`src/rtl/mem_read_pipe.sv`:
```
// mem_read_pipe: DEPTH x DW memory with a two-stage registered read pipeline.
// A write port from the upstream ALU pipeline updates the memory. A
// valid/ready request port feeds the pipe:
//   S1 holds the address and tag.
//   S2 holds the read data and tag, and drives the rsp_* outputs.
// Backpressure from rsp_ready stalls the pipe without losing or duplicating
// any request. rsp_count counts completed responses and saturates at 255.
// Optional feature: define MEM_READ_PIPE_BYPASS_EN to forward wr_data into S2
// when a write hits the address that is moving S1->S2 on the same edge.
// Without it, S2 captures the pre-write memory value; the write still lands.
module mem_read_pipe #(
  parameter int DEPTH = 256,
  parameter int DW    = 16,
  localparam int AW   = $clog2(DEPTH)
) (
  input  logic          clk,
  input  logic          rst_n,
  // memory write port
  input  logic          wr_en,
  input  logic [AW-1:0] wr_addr,
  input  logic [DW-1:0] wr_data,
  // read request
  input  logic          req_valid,
  output logic          req_ready,
  input  logic [AW-1:0] req_addr,
  input  logic [3:0]    req_rd,
  // read response
  output logic          rsp_valid,
  input  logic          rsp_ready,
  output logic [DW-1:0] rsp_data,
  output logic [3:0]    rsp_rd,
  output logic [7:0]    rsp_count
);

  logic [DW-1:0] mem [DEPTH];

  logic          s1_v;
  logic [AW-1:0] s1_addr;
  logic [3:0]    s1_rd;
  logic          s2_v;

  logic          advance;
  logic          s1_load;
  logic [DW-1:0] s2_next_data;

  // S2 may take new data when it is empty or its response is being consumed;
  // S1 may take a request when S2 is advancing or S1 itself is empty.
  assign advance   = !s2_v || rsp_ready;
  assign s1_load   = advance || !s1_v;
  // Gated with rst_n so the port reads not-ready while reset is held.
  assign req_ready = rst_n && s1_load;
  assign rsp_valid = s2_v;

  // Memory write port.
  // NOTE: the memory has no reset; contents survive rst_n, and a resettable
  // array would keep it from mapping onto RAM.
  always_ff @(posedge clk) begin
    if (wr_en) begin
      mem[wr_addr] <= wr_data;
    end
  end

  // Data that S2 captures on the next loading edge.
`ifdef MEM_READ_PIPE_BYPASS_EN
  always_comb begin
    // NOTE: default assignment first, so no path leaves the signal unassigned
    // and no latch is inferred.
    s2_next_data = mem[s1_addr];
    if (wr_en && (wr_addr == s1_addr)) begin
      s2_next_data = wr_data;
    end
  end
`else
  always_comb begin
    // The read sees the array before this edge's write commits, so a
    // colliding write yields the old value.
    s2_next_data = mem[s1_addr];
  end
`endif

  // Stage 1: capture request address and tag.
  always_ff @(posedge clk or negedge rst_n) begin
    if (!rst_n) begin
      // NOTE: non-blocking assignments for all sequential state, so every
      // register samples pre-edge values regardless of block order.
      s1_v    <= 1'b0;
      s1_addr <= '0;
      s1_rd   <= '0;
    end else if (s1_load) begin
      s1_v    <= req_valid;
      s1_addr <= req_addr;
      s1_rd   <= req_rd;
    end
  end

  // Stage 2: capture read data and tag; holds while stalled by rsp_ready=0.
  always_ff @(posedge clk or negedge rst_n) begin
    if (!rst_n) begin
      s2_v     <= 1'b0;
      rsp_data <= '0;
      rsp_rd   <= '0;
    end else if (advance) begin
      s2_v <= s1_v;
      if (s1_v) begin
        rsp_data <= s2_next_data;
        rsp_rd   <= s1_rd;
      end
    end
  end

  // Completed-response counter, saturating at 255.
  always_ff @(posedge clk or negedge rst_n) begin
    if (!rst_n) begin
      rsp_count <= '0;
    end else if (rsp_valid && rsp_ready && (rsp_count != 8'hFF)) begin
      rsp_count <= rsp_count + 8'd1;
    end
  end

endmodule
```
`config.mk`:
```
export PLATFORM = sky130hd
export DESIGN_NAME = mem_read_pipe
export DESIGN_NICKNAME = d
export VERILOG_FILES = /design/src/rtl/mem_read_pipe.sv
export SDC_FILE = /design/constraint.sdc
export NUM_CORES = 2
export LEC_CHECK = 0
export BUFFER_PORTS_ARGS = -buffer_cell sky130_fd_sc_hd__clkbuf_2
export CAP_MARGIN = 20
export CORE_MARGIN = 10
export CORE_UTILIZATION = 57
export CTS_CLUSTER_DIAMETER = 150
export CTS_CLUSTER_SIZE = 16
export DETAILED_ROUTE_END_ITERATION = 10
export PLACE_DENSITY_LB_ADDON = 0.1
export SLEW_MARGIN = 40
export SYNTH_ARGS = -nofsm -noshare
export SYNTH_HDL_FRONTEND = slang
export SYNTH_SLANG_ARGS = --single-unit
```
`constraint.sdc`:
```
create_clock -name clk -period 2.45 [get_ports clk]
set_input_delay 0.245 -clock clk [delete_from_list [all_inputs] [get_ports clk]]
set_output_delay 0.245 -clock clk [all_outputs]
set_load 0.01 [all_outputs]
```
Word-level counts from Yosys, hierarchy flattened
Memory sizes are Yosys's and may differ from the RTL's. A register that Yosys moved wholly into a read port is not among the register bits.
Cells that the tools add are included.
{"block": "classes", "n_reduce_logical": 9, "mux": 2, "addsub": 1, "n_eq_ne": 1}
{"cell": "$add A8 B1 Y8 const B", "count": 1}
{"cell": "$ne A8 B8 Y1 const B", "count": 1}
{"cell": "$logic_and A1 B1 Y1", "count": 3}
{"cell": "$logic_not A1 Y1", "count": 3}
{"cell": "$logic_or A1 B1 Y1", "count": 2}
{"cell": "$mux W1", "count": 2}
{"cell": "$reduce_and A2 Y1", "count": 1}
{"block": "totals", "reg_bits": 26, "inputBits": 41, "memories": 1, "wordCells": 20, "ramBits": 4096}
{"memory": "mem", "words": 256, "word_bits": 16, "read_ports": 1, "rd_ports_with_merged_regs": 1, "wr": 1, "line_no": "35", "source": "logic [DW-1:0] mem [DEPTH];"}

Depth between registers and ports, before layout
{"block": "depth", "word_depth": 4, "depth_mapped": 13, "mapped_depth_nobuf": 7}

Least setup slack after synthesis
OpenSTA, ideal clock, no wires.
{"block": "synth_timing", "path_type": "in2reg", "start": "in wr_addr[0]", "end": "mem mem[237][0] (enable)", "t_arrival_ns": 2.021, "path_slack_ns": 0.040, "setup_ns": 0.388, "path_buffers": 3, "path_stages": 6, "required_ns": 2.062, "path_cell_list": "clkbuf_1 nor2b_1 clkbuf_1 nand4_1 clkbuf_1 nor2_1"}
{"element": "from (decl)", "line_no": "20", "source": "input logic [AW-1:0] wr_addr,"}
{"element": "to (decl)", "line_no": "35"}
Straight into the memory's write port.

==> impl_metrics.json <==
{
  "status": "complete, but fails checks",
  "failed_checks": "negative setup slack",
  "antenna_found_initial": 28,
  "setup_ws_ns": -0.785,
  "hold_path.class": "in2reg",
  "tightest_slew_ns": 0.868,
  "combPwrFrac": 0.111,
  "grt_pass1_wl_um": 620000,
  "ctsHtreeMaxLevel": 5,
  "timing.hold.ws_ns": 0.114,
  "slew_viol_final": 0,
  "die_w_um": 550,
  "synthCells": 7621,
  "tritoncts": "yes",
  "drive_above_1_share": 0.297,
  "ios": 71,
  "hold_viol": 0,
  "setup_viol": 16,
  "drv_cap": 0,
  "cp.arrival_ns": 4.08,
  "place_worst_setup_slack_ns": -1.47,
  "max_freq_ghz": 0.309,
  "leakagePower_nw": 60.8,
  "highest_layer": "met5",
  "vias": 83300,
  "reg2reg_depth": 11,
  "syn_area_mm2": 0.160,
  "p_sw_mw": 32.4,
  "coreArea_mm2": 0.280,
  "ys_warn_count": 0,
  "syn_to_final_growth_pct": 15.9,
  "p_sw_frac": 0.232,
  "initial_core_util": 0.573,
  "crit_top_cell": "buf_12",
  "synthMostInstantiatedCell": "edfxtp_1",
  "critical-path-max-stage-delay_ns": 0.57,
  "cp_slowest_cell": "dfrtp_4",
  "ys_types": 67,
  "overflow": 0,
  "finalClockSkew_ns": 0.0362,
  "synth_common_cells": "4,096 x edfxtp_1, 702 x mux4_2, 644 x mux2i_1",
  "synth_nets": 7663,
  "ir_drop_v": 0.000661,
  "cts_inserted_buffers": 296,
  "grt_util_all_layers": 0.284,
  "gp_congestion": 0.861,
  "design.die.area_mm2": 0.303,
  "pwr-share-clk": 0.328,
  "endpoint_kind": "register",
  "ant_nets": 0,
  "yosysSeqAreaShare": 0.775,
  "wl_met2_um": 208000,
  "ys.flop_type": "edfxtp_1",
  "clk_pin_slew_ns": 0.08,
  "drt_iter0_drc": 11200,
  "stdcell_count": 12700,
  "numPortBuffers": 70,
  "clk_latency_ns": 0.93,
  "relSlewSlack": 0.421,
  "dr.pass1.iters": 6,
  "path_class": "reg2reg",
  "cp-start-kind": "register",
  "ys_ff_latch": 4138,
  "cp_cell_sequence": "buf_12 > or2_4 > buf_12 > buf_4 > buf_4 > o22ai_2 > nor4_4 > nor4_4 > nand4_1 > buf_12 > o211ai_1",
  "met3WireLength_um": 40900,
  "drc": 0,
  "grt_setup_unrepaired": "true",
  "wl_um": 434000,
  "period_minus_slack_ns": 3.23,
  "synthTopCellsByArea": "edfxtp_1 77%, mux4_2 9.9%, mux2i_1 4.0%",
  "cts_root_buf": "clkbuf_16",
  "avgSynthCellArea_um2": 21.0,
  "synth_edf_count": 4096,
  "wl_met1_um": 173000,
  "worstReg2RegEnd": "rsp_data[9]",
  "min_period_over_period": 1.32,
  "cts_sinks": 4138,
  "grt_pass1_vias": 82600,
  "viasPerCell": 6.58,
  "die_h_um": 550,
  "yosysTopAreaCellShare": 0.768,
  "cp-startpoint": "s1_addr[1]",
  "rows": 194,
  "p_seq_frac": 0.561,
  "dp_hpwl_um": 278000,
  "grt_max_degree": 95,
  "nNetsFinal": 8872,
  "worstPathMaxFanout": 11,
  "wl_per_cell_um": 34.3,
  "r2r_start": "s1_addr[1]",
  "setup_tns_ns": -10.74,
  "yosysTopAreaCell": "edfxtp_1",
  "dpl.cell_count": 12100,
  "cp_data_required_time_ns": 3.29,
  "cts_buffer_depth": 4,
  "r2r_slack_ns": -0.78,
  "cellPowerDensity_mw_per_mm2": 755,
  "critical_path.endpoint": "rsp_data[9]",
  "synthArstFlopShare": 0.0101,
  "power.internal_mw": 108
}
-- worst min path at each step --
| stage | cells after the start | slack [ns] | to | start |
|---|---|---|---|---|
| 6_report | 3 | 0.11 | s1_rd[0] | req_rd[0] |
| 5_1_grt | 3 | 0.1 | s1_rd[1] | req_rd[1] |
| 4_1_cts | 3 | 0.05 | s1_rd[1] | req_rd[1] |
| 3_5_place_dp | 1 | 0.32 | s1_rd[1] | rst_n |
| 3_3_place_gp | 1 | 0.32 | s1_rd[1] | rst_n |
| 2_1_floorplan | 0 | -0.05 | rsp_count[0] | rst_n |
-- kinds of logic after synthesis --
family                     share of synthesized area
AOI/OAI and AO/OA                             0.0379
DFF                                            0.775
and+or+nand+nor                               0.0208
adders and majority gates                  0.0000781
buffers and inverters                         0.0208
xor gates and xnor gates                    0.000383
muxes                                          0.146
-- stage by stage --
stage / total power [mW] / cell area (µm²) / utilization
after global placement: 94.1 / 174000 / 0.621
after floorplan: 87.1 / 160000 / -
final: 140 / 186000 / 0.664
after CTS: 140 / 185000 / 0.661
after detailed placement: 94.3 / 174000 / 0.622
after global routing: 144 / 186000 / 0.664
-- critical path, delay by kind of cell (launching register included) --
family                 cells  cell delay (ns)
flip-flops                 1             0.57
AO/OA/AOI/OAI              2             0.32
AND/OR/NAND/NOR            4             1.22
buffers and inverters      5             0.98
-- final cells by class --
cell class	count	area (µm²)
antenna	8	20.0
clock buffer	390	7990
clock inverter	16	221
fill	18300	94100
inverter	2	15.0
multi-input combinational	3019	34500
sequential	4138	124000
tap	3724	4660
timing repair buffer	1373	14100
-- registers in the layout, indices dropped and copies added (netlist names) --
name / count
s1_rd: 4
rsp_rd: 4
s1_v: 1
s1_addr: 8
rsp_count: 8
rsp_data: 16
mem: 4096
rsp_valid: 1
-- power groups by stage --
stage | combinational [mW] | sequential [mW] | clock (mW)
finish | 15.6 | 78.5 | 45.9
detailed placement | 14.2 | 80.1 | 0
global placement | 14.0 | 80.1 | 0
CTS | 15.3 | 78.5 | 46.5
floorplan | 7.29 | 79.8 | 0
global route | 16.3 | 78.5 | 49.1
-- layer usage --
layer	global-route usage	up-vias
li1	-	34200
met1	0.419	44400
met2	0.451	4182
met3	0.0476	579
met4	0.0725	6
met5	0	-
-- placed cells by master, fill, tap and decap left out, drive strengths merged, types with 32 or more instances in the layout --
cell | Yosys | routed
buf | 332 | 1271
dfrtp | 42 | 42
nand3 | 52 | 52
o221ai | 115 | 115
a22oi | 87 | 87
o22ai | 210 | 210
mux2i | 644 | 644
mux4 | 732 | 732
nor2 | 327 | 327
nand4 | 32 | 32
a21oi | 98 | 98
edfxtp | 4096 | 4096
a211oi | 83 | 83
nor3 | 35 | 35
dlygate4sd3 | 0 | 35
clkbuf | 130 | 446
o21ai | 96 | 96
a2111oi | 61 | 61
nor2b | 38 | 38
nand2 | 204 | 204
-- what timing repair did --
item / 4_1_cts / 5_1_grt
endpoints found under the hold margin: 1356 / 0
gates resized for setup: 309 / 101
cloned: 18 / 2
endpoints found under the setup margin: 16 / 16
hold buffers: 36 / 0
setup buffers: 51 / 19
pin swaps: 45 / 31
Power figures use the tool's default switching activity.
